$ cat config.mk
export PLATFORM = sky130hd
export DESIGN_NAME = fetch_unit_rv32i
export DESIGN_NICKNAME = d
export VERILOG_FILES = /design/src/rtl/rv32i_pkg.sv /design/src/rtl/fetch_unit_rv32i.sv
export SDC_FILE = /design/constraint.sdc
export NUM_CORES = 1
export LEC_CHECK = 0
export CORE_MARGIN = 10
export CORE_UTILIZATION = 30
export CTS_CLUSTER_DIAMETER = 100
export DETAILED_ROUTE_END_ITERATION = 7
export GPL_TIMING_DRIVEN = 0
export PLACE_DENSITY = 0.72
export SETUP_SLACK_MARGIN = 0.2
export SYNTH_ARGS = -nofsm -noshare
export SYNTH_HDL_FRONTEND = slang
export SYNTH_SLANG_ARGS = --single-unit
$ cat constraint.sdc
create_clock -name clock -period 4.3 [get_ports clock]
set_clock_uncertainty 0.1 [all_clocks]
set_input_delay 0.645 -clock clock [delete_from_list [all_inputs] [get_ports clock]]
set_output_delay 0.645 -clock clock [all_outputs]
set_load 0.03 [all_outputs]
$ cat src/rtl/rv32i_pkg.sv
// rv32i_pkg: shared fetch-state encoding and RV32I constants
package rv32i_pkg;
  localparam int ILEN = 32;
  localparam logic [ILEN-1:0] RESET_PC_DEF = 32'h0000_0000;
  typedef enum logic [2:0] {
    S_IDLE  = 3'd0,
    S_REQ   = 3'd1,
    S_WAIT  = 3'd2,
    S_ISSUE = 3'd3,
    S_EXEC  = 3'd4,
    S_ERR   = 3'd5
  } fetch_state_e;
endpackage

$ cat src/rtl/fetch_unit_rv32i.sv
// fetch_unit_rv32i: RV32I PC register and fetch control between imem and decode
module fetch_unit_rv32i
  import rv32i_pkg::*;
#(
  parameter logic [ILEN-1:0] RESET_PC = RESET_PC_DEF,
  parameter int COUNT_W = 32
) (
  input  logic               clock,
  input  logic               reset,
  output logic               imem_req,
  output logic [ILEN-1:0]    imem_addr,
  input  logic               imem_gnt,
  input  logic               imem_rvalid,
  input  logic [ILEN-1:0]    imem_rdata,
  output logic               instr_valid,
  input  logic               instr_ready,
  output logic [ILEN-1:0]    instr,
  output logic [ILEN-1:0]    pc,
  output logic [ILEN-1:0]    pc_plus4,
  input  logic               pc_next_valid,
  input  logic [ILEN-1:0]    pc_next,
  output logic               misalign_err,
  output logic [COUNT_W-1:0] fetch_count
);
  fetch_state_e r_state, w_state_nxt;
  logic [ILEN-1:0] r_pc, r_instr;
  logic [COUNT_W-1:0] r_count;
  logic r_err;
  logic w_accept, w_upd, w_aligned;
  assign w_accept  = (r_state == S_ISSUE) && instr_ready;
  assign w_upd     = pc_next_valid && (w_accept || (r_state == S_EXEC));
  assign w_aligned = (pc_next[1:0] == 2'b00);
  always_comb begin
    w_state_nxt = r_state;
    case (r_state)
      S_IDLE:  w_state_nxt = S_REQ;
      S_REQ:   w_state_nxt = imem_gnt ? S_WAIT : S_REQ;
      S_WAIT:  w_state_nxt = imem_rvalid ? S_ISSUE : S_WAIT;
      S_ISSUE: w_state_nxt = instr_ready ? S_EXEC : S_ISSUE;
      S_EXEC:  w_state_nxt = S_EXEC;
      S_ERR:   w_state_nxt = S_ERR;
      default: w_state_nxt = S_IDLE;
    endcase
    if (w_upd) w_state_nxt = w_aligned ? S_REQ : S_ERR;
  end
  always_ff @(posedge clock or posedge reset) begin
    if (reset) begin
      r_state <= S_IDLE;
      r_pc    <= RESET_PC;
      r_instr <= '0;
      r_count <= '0;
      r_err   <= 1'b0;
    end else begin
      r_state <= w_state_nxt;
      if (w_upd && w_aligned) r_pc <= pc_next;
      if ((r_state == S_WAIT) && imem_rvalid) r_instr <= imem_rdata;
      if (w_accept) r_count <= r_count + COUNT_W'(1);
      if (w_upd && !w_aligned) r_err <= 1'b1;
    end
  end
  assign imem_req     = (r_state == S_REQ);
  assign imem_addr    = r_pc;
  assign instr_valid  = (r_state == S_ISSUE);
  assign instr        = r_instr;
  assign pc           = r_pc;
  assign pc_plus4     = r_pc + 32'd4;
  assign misalign_err = r_err;
  assign fetch_count  = r_count;
endmodule

### After elaboration in Yosys (flattened, before gate mapping)

Index checks and enable logic that the tools add are counted.

* register bits after elaboration: 100
* word-level logic and storage cells: 27

* $add $sub $neg: 2
* equality and inequality tests: 5
* muxes and demuxes: 6
* reductions and logical operators: 9

Operators by type and width (number)
* $add A32 B1 Y32 const B: 1
* $add A32 B3 Y32 const B: 1
* $pmux W3 S6: 1
* $mux W3: 3
* $eq A3 B2 Y1 const B: 2
* $eq A3 B3 Y1 const B: 2
* $logic_and A1 B1 Y1: 5
* $eq A3 B1 Y1 const B: 1
* $logic_not A3 Y1: 1
* $logic_not A2 Y1: 1
* $mux W2: 1
* $logic_not A1 Y1: 1
* $logic_or A1 B1 Y1: 1
* $mux W1: 1

### Logic depth before layout (Yosys ltp)

Gate-level depths: netlist of the first run.

* word-level depth: 5
* mapped depth: 8

### Least setup slack after synthesis of the first run

OpenSTA, ideal clock, no wires.

* kind: register to output
* from: reg r_pc[5] (netlist: imem_addr[5])
* to: out pc_plus4[22]
* arrival time: 2.020 ns
* required time: 3.555 ns
* path slack: 1.535 ns
* stages on the path, launching flop included: 6
* path buffers: 1
* cells stage by stage: dfrtp_1 and4_1 clkbuf_1 and3_1 nor4bb_1 xor2_1

* cells in the longest elaborated chain, start to end: 1

RTL lines
* start: declaration: line fetch_unit_rv32i.sv:26 `logic [ILEN-1:0] r_pc, r_instr;`
* start signal: assignment: line fetch_unit_rv32i.sv:55 `if (w_upd && w_aligned) r_pc <= pc_next;`
* $add A32 B3 Y32: line fetch_unit_rv32i.sv:66 `assign pc_plus4 = r_pc + 32'd4;`
* end: declaration: line fetch_unit_rv32i.sv:19 `output logic [ILEN-1:0] pc_plus4,`

Every way passes these cells.

### Worst setup path after layout of the first run

* from: reg r_pc[6] (netlist: imem_addr[6])
* to: out pc_plus4[25]

The elaborated chain is that of the path after synthesis.

==> results of run 1 <==
[power groups by stage]
stage          combinational, uW  sequential [uW]  clock (uW)
2_1_floorplan               1430             2170           0
3_3_place_gp                3450             1610           0
3_5_place_dp                3500             1640           0
4_1_cts                     3510             1630         894
5_1_grt                     3630             1680         940
6_report                    3460             1620         863
[flip-flops by register name, indices dropped and copies added, names as in the netlist]
signal,flops
fetch_count,32
misalign_err,1
instr,32
r_state,3
imem_addr,32
[logic make-up (layout without fill, tap and decap cells)]
kind of cell	Yosys count	in the layout
XOR/XNOR	59	59
multiplexers	62	62
AO/OA/AOI/OAI	9	9
flip-flops	100	100
AND/OR/NAND/NOR	127	127
buffers and inverters	62	310
adder cells (fa/ha/maj)	2	2
[through the flow]
| step | cell area, um^2 | instances | hold WS [ns] | power, uW | TNS [ns] |
|---|---|---|---|---|---|
| floorplan | 4970 | 421 | 0.418 | 3600 | 0 |
| global placement | 7560 | 869 | 0.357 | 5070 | -50.16 |
| detailed placement | 7590 | 870 | 0.379 | 5140 | 0 |
| CTS | 7910 | 885 | 0.390 | 6030 | 0 |
| global route | 7910 | 885 | 0.404 | 6250 | 0 |
| finish | 7910 | 885 | 0.387 | 5950 | 0 |
[final cells by class]
cell class                      count  share of cell area, %
Sequential cell                   100                   31.7
Multi-Input combinational cell    259                   26.1
Tap cell                          216                   3.42
Clock buffer                       10                   2.90
Inverter                           11                  0.554
Buffer                             51                   4.59
Clock inverter                      5                   1.08
Timing Repair Buffer              233                   29.7
[worst max-delay path, stage by stage (launching register included)]
cell and delay [ns]:
dfrtp_1 0.47, and4_1 0.23, clkbuf_1 0.24, nand4_1 0.28, nor3_1 0.34, xor2_1 0.19
clkdlybuf4s50_1 0.69
[cell usage in the layout (no fill, tap or decap), types with 4 or more instances in the layout]
| cell | Yosys | routed |
|---|---|---|
| nor3_2 | 5 | 5 |
| clkdlybuf4s50_1 | 0 | 232 |
| inv_1 | 11 | 10 |
| and4_1 | 7 | 7 |
| nand4_1 | 12 | 12 |
| dfrtp_1 | 100 | 100 |
| nand3_1 | 19 | 19 |
| mux2_2 | 59 | 59 |
| buf_2 | 5 | 5 |
| nor2_1 | 12 | 12 |
| and2_1 | 7 | 7 |
| nand2_1 | 22 | 22 |
| clkbuf_1 | 5 | 6 |
| nor3_1 | 20 | 20 |
| buf_4 | 38 | 38 |
| xor2_1 | 34 | 34 |
| and3_1 | 4 | 4 |
| xnor2_1 | 25 | 25 |
| nor4_1 | 6 | 6 |
| clkbuf_16 | 0 | 9 |
[per-layer routing]
metal	part of all wire, %	GRT usage [%]	vias up	wire (um)
met5	0	0	-	0
met4	0.82	3.07	0	127
met3	11	6.07	11	1660
met2	50	23.6	180	7740
met1	38	14.4	1997	5920
li1	-	-	1904	-
[worst paths after layout]
path | from | to | slack [ns] | depth (start not counted)
max | imem_addr[6]$_DFFE_PP0P_ | pc_plus4[25] | 0.76 | 6
min | fetch_count[31]$_DFFE_PP0N_ | fetch_count[31]$_DFFE_PP0N_ | 0.39 | 1
min reg2reg | fetch_count[31]$_DFFE_PP0N_ | fetch_count[31]$_DFFE_PP0N_ | 0.39 | 1
max in group asynchronous | reset | fetch_count[26]$_DFFE_PP0N_ | 2.83 | 3
max reg2reg | r_state[0]$_DFF_PP0_ | imem_addr[16]$_DFFE_PP0P_ | 1.96 | 8
min in group asynchronous | reset | imem_addr[7]$_DFFE_PP0P_ | 0.58 | 2
==> results_dict.tcl, run 1 <==
set metrics [dict create \
    outcome "complete, no violations" \
    synth-simple-area-share_pct 15.4 \
    synthFlopType "dfrtp_1" \
    dp_hpwl_um 12400 \
    synthTopCellsByCount "dfrtp_1 (100), mux2_2 (59), buf_4 (38), xor2_1 (34), xnor2_1 (25)" \
    ys_async_sr_fraction_pct 100 \
    nFillCells 1434 \
    ys_seq_area_share_pct 50.4 \
    crit_path_end_kind "output port" \
    htreeDepth 3 \
    yosysMostFrequentCell "dfrtp_1" \
    final_util_pct 49.2 \
    area_growth_pct 59.1 \
    dr.pass1.iters 4 \
    grt.total_usage_pct 13.4 \
    layout_min_cycle_time_ns 3.54 \
    gp_congestion 0.864 \
    synthCells 421 \
    synth.net_count 493 \
    clk_path_buf_depth 2 \
    routed_wl_um 15400 \
    p_clk_share_pct 14.5 \
    yosysWarningCount 0 \
    setup_viol 0 \
    fin_ws_ns 0.764 \
    grt_pass1_vias 4298 \
    maxCapViolations 0 \
    port-buffer-count 232 \
    cp_max_fo 7 \
    dieArea_um2 22100 \
    cp.required_ns 3.56 \
    synth-compound-area-share_pct 1.18 \
    vias_per_cell 4.62 \
    synthTopCellsByArea "dfrtp_1 (50%), mux2_2 (13%), xor2_1 (6.0%), buf_4 (5.7%), xnor2_1 (4.4%)" \
    grt-ovfl-total 0 \
    swShare_pct 43.4 \
    seq_area_um2 2500 \
    rows 46 \
    root_buffer "clkbuf_16" \
    period_share_pct 82.2 \
    yosysUniqueCellTypes 39 \
    yosys.area.top_type "dfrtp_1" \
    postCtsSetupBuffers 0 \
    synth_top_family_by_area "simple AND/OR/NAND/NOR gates" \
    rsz0062_at_grt "no" \
    crit_path_start_kind "flip-flop" \
    place_ws_ns 1.15 \
    muxShareOfSynthArea_pct 14.1 \
    antenna_cells 0 \
    cts_resized 0 \
    synth-seq-cells 100 \
    avgSynthCellArea_um2 11.8 \
    max_freq_ghz 0.283 \
    tightest_slew_ns 0.489 \
    ant_nets 0 \
    peakVddDrop_mv 0.426 \
    power.static_leakage_uw 0.00339 \
    drive_gt1_share_pct 19.7 \
    hold_viol_final 0 \
    multiInputGateArea_um2 2060 \
    synth_area_um2 4970 \
    p_sw_uw 2580 \
    pwr_density_cell_nw_per_um2 752 \
    vias 4092 \
    postCtsHoldBufs 0 \
    clk_latency_ns 0.34 \
    arrival_ns 2.79 \
    path_class "flip-flop to output port" \
    drt_iter0_drc 186 \
    grt_max_degree 66 \
    design.portCount 233 \
    p_int_uw 3370 \
    fp.dieW_um 149 \
    nNetsFinal 737 \
    cts_tree "built" \
    synth.top_cell.area_share_pct 50.4 \
    cts_made_buffers 9 \
    cts_sinks 100 \
    core_um2 16100 \
    start_util_pct 30.9 \
    synthAdderAreaFrac_pct 0.504 \
    drc_errors 0 \
    die-height_um 149 \
    power_frac_comb_pct 58.2 \
    maxSlewViolCount 0 \
    grt_pass1_wl_um 23900 \
    synthXorXnorAreaFrac_pct 10.4 \
    wl_per_cell_um 17.4 \
    clkSlewWorstSetupHoldPaths_ns 0.07 \
    antenna_found_initial 0 \
    slew_headroom_pct 67.4 \
    seq_power_share_pct 27.3 \
    hold_class "flip-flop to flip-flop" \
    synth_edf_count 0 \
]
No activity file was read; power rests on OpenSTA's default activity.
==> run 2: changes to the inputs <==
Settings changed: PLACE_DENSITY 0.72 to 0.74.
Clock period 4.3 ns to 2.9 ns, I/O delays scaled along.
==> results_dict.tcl, run 2 (synthesized netlist as in run 1, its figures left out) <==
set metrics [dict create \
    crit_path_end_kind "output port" \
    antenna_cells 0 \
    grt_pass1_vias 4364 \
    layout_min_cycle_time_ns 2.61 \
    port-buffer-count 232 \
    core_um2 16100 \
    place_ws_ns -0.138 \
    arrival_ns 2.08 \
    holdPathEnd "fetch_count[31]$_DFFE_PP0N_" \
    min_from "fetch_count[31]$_DFFE_PP0N_" \
    cp_max_fo 7 \
    pwr_density_cell_nw_per_um2 1090 \
    routed_wl_um 15500 \
    path_class "flip-flop to output port" \
    vias_per_cell 4.62 \
    maxCapViolations 0 \
    dp_hpwl_um 12400 \
    fp.dieW_um 149 \
    drc_errors 0 \
    wl_per_cell_um 17.4 \
    drt_iter0_drc 134 \
    fin_hold_ws_ns 0.378 \
    max_freq_ghz 0.383 \
    grt_pass1_wl_um 24200 \
    nNetsFinal 746 \
    nFillCells 1390 \
    clkSlewWorstSetupHoldPaths_ns 0.07 \
    ant_nets 0 \
    hold_viol_final 0 \
    cp.required_ns 2.37 \
    grt_max_degree 42 \
    maxSlewViolCount 0 \
    crit_path_start_kind "flip-flop" \
    stdcell_area_um2 8030 \
    period_share_pct 90.0 \
    outcome "complete, no violations" \
    dieArea_um2 22100 \
    regToRegStartpoint "r_state[0]$_DFF_PP0_" \
    finalSetupTns_ns 0 \
    cts_tree "built" \
    design.portCount 233 \
    fin_ws_ns 0.289 \
    seq_area_um2 2520 \
    area_growth_pct 61.5 \
    power.static_leakage_uw 0.00347 \
    rows 46 \
    gp_congestion 0.848 \
    antenna_found_initial 0 \
    r2r.worst_path.cells 8 \
    hold_class "flip-flop to flip-flop" \
    final_common_cell "clkdlybuf4s50_1" \
    grt.total_usage_pct 13.6 \
    r2r-end "imem_addr[9]$_DFFE_PP0P_" \
    rsz0062_at_grt "yes" \
    setup_viol 0 \
    start_util_pct 30.9 \
    grt-ovfl-total 0 \
    dr.pass1.iters 4 \
    cts_sinks 100 \
    whs_path_depth 1 \
    multiInputGateArea_um2 2150 \
    cts_made_buffers 9 \
    dpl-instance-area_um2 7600 \
    vias 4131 \
    tightest_slew_ns 0.619 \
    clk_path_buf_depth 2 \
    peakVddDrop_mv 0.553 \
    root_buffer "clkbuf_16" \
    drive_gt1_share_pct 27.7 \
    die-height_um 149 \
    r2r_slack_ns 0.62 \
    layout_common_cells "clkdlybuf4s50_1 (206), dfrtp_1 (89), mux2_2 (59), buf_4 (47), xor2_1 (34)" \
    htreeDepth 3 \
    slew_headroom_pct 58.7 \
    clk_latency_ns 0.35 \
]
==> run 2: worst max-delay path: stages, from the launching register on <==
cell      delay [ns]
dfrtp_2         0.44
and4_4          0.26
nand4_1         0.10
buf_4           0.18
buf_4           0.14
nor3_2          0.16
xor2_1          0.21
clkbuf_4        0.23
==> run 2: what timing repair did <==
action,4_1_cts,5_1_grt
pin swaps,2,0
endpoints found under the setup margin,26,20
resized for setup,81,35
hold buffers,0,0
setup buffers,5,3
==> run 2: power breakdown <==
part,internal [uW],switching [uW]
logic,2290,2820
clock network,756,521
registers,1890,513
==> run 2: metrics by stage <==
step                      instances  total power, uW  util, %
after floorplan                 421             5340        -
after detailed placement        871             7620     47.4
after global routing            894             9240     50.0
after CTS                       891             8860     49.8
final                           894             8790     50.0
after global placement          869             7500     47.1
==> run 2: how the worst max path moves through the flow <==
| stage | startpoint | endpoint | slack (ns) | cells past startpoint |
|---|---|---|---|---|
| 2_1_floorplan | imem_addr[5]$_DFFE_PP0P_ | pc_plus4[22] | 0.34 | 5 |
| 3_3_place_gp | imem_addr[5]$_DFFE_PP0P_ | pc_plus4[28] | -0.13 | 6 |
| 3_5_place_dp | imem_addr[5]$_DFFE_PP0P_ | pc_plus4[28] | -0.14 | 6 |
| 4_1_cts | imem_addr[3]$_DFFE_PP0P_ | pc_plus4[28] | 0.19 | 6 |
| 5_1_grt | imem_addr[5]$_DFFE_PP0P_ | pc_plus4[25] | 0.14 | 7 |
| 6_report | imem_addr[19]$_DFFE_PP0P_ | pc_plus4[29] | 0.29 | 7 |
==> run 2: metal layers <==
metal | track usage (%) | wire [um] | vias up
met5 | 0 | 0 | -
met4 | 4.91 | 270 | 0
met3 | 6.07 | 1690 | 22
met2 | 23.1 | 7530 | 183
met1 | 14.8 | 6020 | 2006
li1 | - | - | 1920
==> run 2: area by class of cell <==
class / count / area share (%)
Buffer: 51 / 4.58
Clock buffer: 10 / 2.85
Clock inverter: 5 / 1.06
Inverter: 11 / 0.561
Multi-Input combinational cell: 259 / 26.8
Sequential cell: 100 / 31.3
Tap cell: 216 / 3.37
Timing Repair Buffer: 242 / 29.4
